===== src/rtl/serial_frame_rx.sv =====
// serial_frame_rx: hunts for START_PAT, deserialises DATA_W bits LSB-first and checks the stop bit.
// Define SERIAL_FRAME_RX_PARITY_EN to require an even-parity bit between payload and stop.
module serial_frame_rx #(
    parameter int                   START_LEN = 4,
    parameter logic [START_LEN-1:0] START_PAT = '0,
    parameter int                   DATA_W    = 8
) (
    input  logic              clk,
    input  logic              rst,
    input  logic              sIn,
    output logic [DATA_W-1:0] dOut,
    output logic              valid,
    output logic              busy,
    output logic              frameErr,
    output logic [7:0]        errCnt
);
    localparam int CW = $clog2(DATA_W + 1);
`ifdef SERIAL_FRAME_RX_PARITY_EN
    typedef enum logic [1:0] {HUNT, DATA, PAR, STOP} state_t;
`else
    typedef enum logic [1:0] {HUNT, DATA, STOP} state_t;
`endif
    state_t                 state_q, state_d;
    logic [START_LEN-1:0]   hunt_q, hunt_d, hunt_shift;
    logic [DATA_W-1:0]      data_q, data_d, dout_q, dout_d;
    logic [CW-1:0]          bit_q, bit_d;
    logic                   valid_q, valid_d, ferr_q, ferr_d;
    logic [7:0]             err_q, err_d;
    logic                   par_err;
`ifdef SERIAL_FRAME_RX_PARITY_EN
    logic                   par_err_q, par_err_d;
    assign par_err = par_err_q;
`else
    assign par_err = 1'b0;
`endif
    always_ff @(posedge clk or negedge rst) begin
        if (!rst) begin
            state_q   <= HUNT;
            hunt_q    <= '1;
            data_q    <= '0;
            bit_q     <= '0;
            dout_q    <= '0;
            valid_q   <= 1'b0;
            ferr_q    <= 1'b0;
            err_q     <= '0;
`ifdef SERIAL_FRAME_RX_PARITY_EN
            par_err_q <= 1'b0;
`endif
        end else begin
            state_q   <= state_d;
            hunt_q    <= hunt_d;
            data_q    <= data_d;
            bit_q     <= bit_d;
            dout_q    <= dout_d;
            valid_q   <= valid_d;
            ferr_q    <= ferr_d;
            err_q     <= err_d;
`ifdef SERIAL_FRAME_RX_PARITY_EN
            par_err_q <= par_err_d;
`endif
        end
    end
    always_comb begin
        state_d    = state_q;
        hunt_d     = hunt_q;
        data_d     = data_q;
        bit_d      = bit_q;
        dout_d     = dout_q;
        valid_d    = 1'b0;
        ferr_d     = 1'b0;
        err_d      = err_q;
        hunt_shift = {hunt_q[START_LEN-2:0], sIn};
`ifdef SERIAL_FRAME_RX_PARITY_EN
        par_err_d  = par_err_q;
`endif
        case (state_q)
            HUNT: begin
                // Refill with ones on a match so the next start must arrive in full.
                hunt_d = (hunt_shift == START_PAT) ? '1 : hunt_shift;
                if (hunt_shift == START_PAT) begin
                    state_d = DATA;
                    bit_d   = '0;
                end
            end
            DATA: begin
                for (int i = 0; i < DATA_W; i++)
                    if (bit_q == CW'(i)) data_d[i] = sIn;
                bit_d = bit_q + 1'b1;
`ifdef SERIAL_FRAME_RX_PARITY_EN
                if (bit_q == CW'(DATA_W - 1)) state_d = PAR;
`else
                if (bit_q == CW'(DATA_W - 1)) state_d = STOP;
`endif
            end
`ifdef SERIAL_FRAME_RX_PARITY_EN
            PAR: begin
                par_err_d = sIn ^ (^data_q);
                state_d   = STOP;
            end
`endif
            STOP: begin
                dout_d  = (sIn && !par_err) ? data_q : dout_q;
                valid_d = sIn && !par_err;
                ferr_d  = !(sIn && !par_err);
                err_d   = (sIn && !par_err) ? err_q : err_q + 8'(err_q != 8'hFF);
                state_d = HUNT;
`ifdef SERIAL_FRAME_RX_PARITY_EN
                par_err_d = 1'b0;
`endif
            end
            default: state_d = HUNT;
        endcase
    end
    assign dOut     = dout_q;
    assign valid    = valid_q;
    assign frameErr = ferr_q;
    assign errCnt   = err_q;
    assign busy     = (state_q != HUNT);
endmodule


===== config.mk =====
export PLATFORM = sky130hd
export DESIGN_NAME = serial_frame_rx
export DESIGN_NICKNAME = d
export VERILOG_FILES = /design/src/rtl/serial_frame_rx.sv
export SDC_FILE = /design/constraint.sdc
export NUM_CORES = 1
export LEC_CHECK = 0
export ABC_CLOCK_PERIOD_IN_PS = 2600
export CAP_MARGIN = 10
export CORE_MARGIN = 2
export CORE_UTILIZATION = 37
export CTS_CLUSTER_SIZE = 10
export DETAILED_ROUTE_END_ITERATION = 10
export PLACE_DENSITY = 0.59
export SYNTH_ARGS = -nofsm -noshare
export SYNTH_HDL_FRONTEND = slang
export SYNTH_SLANG_ARGS = --single-unit

===== constraint.sdc =====
create_clock -name clk -period 2.6 [get_ports clk]
set_clock_uncertainty 0.1 [all_clocks]
set_input_delay 0.78 -clock clk [delete_from_list [all_inputs] [get_ports clk]]
set_output_delay 0.78 -clock clk [all_outputs]
set_load 0.02 [all_outputs]

======== Word-level counts from Yosys, hierarchy flattened ========
Cells that the tools add are included.
storage, ports and cells
  register bits ........................... 35
  bits of input ports ..................... 3
  output and inout port bits .............. 19
operators by class
  $add $sub $neg .......................... 2
  eq/ne operators ......................... 12
  multiplexer cells ....................... 8
  bitwise gates (word level) .............. 1
  reduce and logical (&&, ||, !) cells .... 18
operators with widths
  cell                                                  number
  AND reduction 2 bit                                   12
  equality test 4 x 3 -> 1 bit (second input constant)  4
  adder 8 x 1 -> 8 bit                                  1
  equality test 4 x 2 -> 1 bit (second input constant)  2
  logical NOT 4 bit                                     2
  != test 8 bit (second input constant)                 1
  one-hot mux 4 bit (2 select lines)                    1
  adder 4 x 1 -> 4 bit (second input constant)          1
  equality test 4 x 1 -> 1 bit (second input constant)  1
  two-way mux 2 bit                                     2
  two-way mux 4 bit                                     1
  != test 2 bit (second input constant)                 2
  one-hot mux 2 bit (2 select lines)                    1
  nonzero test 2 bit                                    2
  two-way mux 3 bit                                     1
  equality test 2 x 1 -> 1 bit (second input constant)  1
  equality test 2 bit (second input constant)           1
  logical NOT 2 bit                                     1
  two-way mux 1 bit                                     2
  logical NOT 1 bit                                     1
  inverter 1 bit                                        1

======== Depth between registers and ports, before layout ========
  depth in word-level cells ............... 3
  depth in mapped cells ................... 6
  mapped depth without buffers ............ 6

======== Worst setup path before layout ========
Ideal clock, no wire load.
  kind .................................... register -> output
  start point ............................. reg state_q[0]
  end point ............................... out busy
  arrival ................................. 0.969 ns
  required time ........................... 1.720 ns
  path slack .............................. 0.751 ns
  cell stages (with the launch flop) ...... 4
  buffers on the path ..................... 2
  cell sequence ........................... dfrtp_1 clkbuf_2 or2_2 clkbuf_1
between the ends
  cells in the longest elaborated chain, start to end .. 1
RTL lines
  what                      line  RTL
  start: declaration        23    state_t state_q, state_d;
  start signal: assignment  50    state_q <= state_d;
  nonzero test 2 bit        118   assign busy = (state_q != HUNT);
  end: declaration          13    output logic busy,
Every way passes these cells.

======== Worst setup path after layout ========
  start point ............................. reg err_q[2], in the netlist errCnt[2]
  end point ............................... out errCnt[2]
RTL lines
  what                      line  RTL
  start: declaration        28    logic [7:0] err_q, err_d;
  start signal: assignment  57    err_q <= err_d;
  end: declaration          15    output logic [7:0] errCnt
No word-level cell between the ends.

==> results.sh <==
export IMPL_crit_path_end_kind="primary output"
export IMPL_reg2reg_depth=6
export IMPL_cts_sinks=35
export IMPL_ff2ff_setup_slack_ns=0.89
export IMPL_fmax_mhz=448
export IMPL_rr_endpoint="errCnt[5]"
export IMPL_utilization=0.474
export IMPL_max_stage_delay_ns=0.64
export IMPL_n_fill_cell=363
export IMPL_hold_path_endpoint="errCnt[4]"
export IMPL_num_vias=979
export IMPL_synth_top_area_share=0.518
export IMPL_min_period_ns=2.23
export IMPL_design_core_area_sq_um=4000
export IMPL_clk_pin_slew_ns=0.06
export IMPL_htreeDepth=2
export IMPL_totalWireLength_um=2710
export IMPL_hold_ws_ns=0.402
export IMPL_holdPathStages=1
export IMPL_gp_congestion=0.695
export IMPL_drc=0
export IMPL_arrival_ns=1.35
export IMPL_antennaDiodeCount=0
export IMPL_rsz0062_at_grt="no"
export IMPL_min_delay_start="errCnt[4]"
export IMPL_clk_path_buf_depth=2
export IMPL_core_rowCount=23
export IMPL_tritoncts="yes"
export IMPL_crit_buf_inv=1
export IMPL_antenna_found_initial=0
export IMPL_grt_pass1_wl_um=4530
export IMPL_syn_num_nets=129
export IMPL_grt_usage=0.133
export IMPL_die_w_um=68.6
export IMPL_path_cells="clkdlybuf4s50_1"
export IMPL_register_area_sq_um=880
export IMPL_slowest_stage="clkdlybuf4s50_1"
export IMPL_hold_buffers=0
export IMPL_multi_input_area_sq_um=631
export IMPL_first_global_vias=988
export IMPL_tightest_slew_ns=0.507
export IMPL_cts_resized=0
export IMPL_vias_per_cell=4.99
export IMPL_cts_made_buffers=5
export IMPL_syn_avg_cell_area_sq_um=12.9
export IMPL_setup_violations=0
export IMPL_yosysWarnings=0
export IMPL_synth_area_top_cells="dfrtp_1 52%, mux2_2 14%, dfstp_2 5.1%, ha_1 4.9%, xnor2_1 3.4%"
export IMPL_yosys_area_top_type="dfrtp_1"
export IMPL_gr_total_overflow=0
export IMPL_drv_cap=0
export IMPL_max_slew_margin_rel=0.657
export IMPL_drtIter0Drc=54
export IMPL_regToRegStartpoint="errCnt[3]"
export IMPL_dieArea_sq_um=4710
export IMPL_drt_pass1_iterations=4
export IMPL_worstPathRequired_ns=1.72
export IMPL_cp_top_family="buffers and inverters"
export IMPL_hold_path_class="reg2reg"
export IMPL_numPortBuffers=21
export IMPL_io_pins=22
export IMPL_post_cts_setup_buffers=0
export IMPL_ys_seq_area_frac=0.569
export IMPL_root_buffer="clkbuf_8"
export IMPL_synth_area_sq_um=1550
export IMPL_start_util=0.386
export IMPL_drive_above_1_share=0.226
export IMPL_path_max_fanout=6
export IMPL_report_final_slew_viol_count=0
export IMPL_power_density_nw_per_um2=1050
export IMPL_syn_inst=120
export IMPL_place_hpwl_um=1860
export IMPL_ant_nets=0
export IMPL_dieHeight_um=68.6
export IMPL_status="finished, final reports clean"
export IMPL_ys_ff_latch=35
export IMPL_min_period_over_period=0.858
export IMPL_p_leak_nw=0.861
export IMPL_synth_cell_types=30
export IMPL_final_nets=156
export IMPL_clock_latency_ns=0.28
export IMPL_setup_tns_ns=0
export IMPL_post_drt_wl_per_cell_um=13.8
export IMPL_irDropWorstVdd_v=0.000454
export IMPL_crit_type="reg2out"
export IMPL_startpoint_type="flip-flop"
export IMPL_grt_max_degree=36
export IMPL_syn_to_final_growth_pct=22.7
export IMPL_hold_viol=0
==> power by group <==
group / total, mW / internal, mW / switching, mW
clock: 0.351 / 0.178 / 0.173
sequential: 0.924 / 0.756 / 0.168
combinational: 0.711 / 0.383 / 0.327
==> flip-flops by register name, summed over array words and instances, names as in the netlist <==
| name | count |
|---|---|
| bit_q | 4 |
| dOut | 8 |
| data_q | 8 |
| errCnt | 8 |
| frameErr | 1 |
| hunt_q | 3 |
| state_q | 2 |
| valid | 1 |
==> cell type report <==
class,count,area share
sequential,35,0.464
multi-input combinational,77,0.333
timing repair buffer,24,0.124
clock buffer,6,0.0383
tap,50,0.0330
inverter,4,0.00792
==> stage by stage <==
step	area (sq um)	worst slack (ns)	total power, mW	std cells
2_1_floorplan	1550	0.751	1.40	120
3_3_place_gp	1820	0.219	1.63	190
3_5_place_dp	1820	0.178	1.65	190
4_1_cts	1890	0.0332	2.02	196
5_1_grt	1900	0.298	2.13	196
6_report	1900	0.370	1.99	196
==> routing by layer <==
metal	global-route usage	part of all wire	vias to the layer above
li1	-	-	473
met1	0.156	0.44	480
met2	0.219	0.49	21
met3	0.0536	0.047	5
met4	0.0500	0.015	0
met5	0	0	-
==> cells by family after synthesis <==
family / Yosys count / synth area share
buf+inv: 8 / 0.0227
xor+xnor: 7 / 0.0397
fa+ha+maj: 6 / 0.0486
flops: 35 / 0.569
simple gates: 37 / 0.143
mux: 19 / 0.138
compound gates: 8 / 0.0381
==> worst max-delay path by stage <==
stage / end / slack [ns] / cells after the start / start
6_report: errCnt[2] / 0.37 / 1 / errCnt[2]
5_1_grt: errCnt[2] / 0.30 / 1 / errCnt[2]
4_1_cts: busy / 0.03 / 2 / state_q[0]
3_5_place_dp: bit_q[2] / 0.18 / 4 / sIn
3_3_place_gp: bit_q[2] / 0.22 / 4 / sIn
2_1_floorplan: busy / 0.75 / 3 / state_q[0]
==> cells in the final DEF, fill, tap and decap left out, drive strengths merged <==
cell type and count:
buf 3, nand2 9, clkbuf 6, dlymetal6s2s 1, nor4b 1, a221o 1
nand4 3, dfrtp 32, ha 6, nor3 3, nor2 3, nor4 1
clkdlybuf4s50 20, o21ai 3, a22o 2, a41oi 1, mux2 19, dfstp 3
xor2 1, nand3b 1, o21bai 1, inv 4, and3 3, nor2b 2
xnor2 6, and4 2, nor3b 2, or2 1, and3b 1, nand3 5
==> cells in the mapped netlist <==
master / number
nand3b_1: 1
or2_2: 1
a221o_1: 1
nand4_1: 3
nor3b_2: 1
nor2_1: 3
nor4b_1: 1
a22o_1: 2
dfstp_2: 3
nand3_1: 5
and4_1: 2
xor2_1: 1
nor3b_4: 1
a41oi_1: 1
buf_4: 1
inv_1: 4
xnor2_1: 6
dfrtp_1: 32
ha_1: 6
clkbuf_2: 1
nor3_1: 3
and3b_1: 1
mux2_2: 19
o21ai_0: 3
nor4_1: 1
nor2b_1: 2
clkbuf_1: 2
and3_1: 3
nand2_1: 9
o21bai_1: 1
No activity file was read; power rests on OpenSTA's default activity.
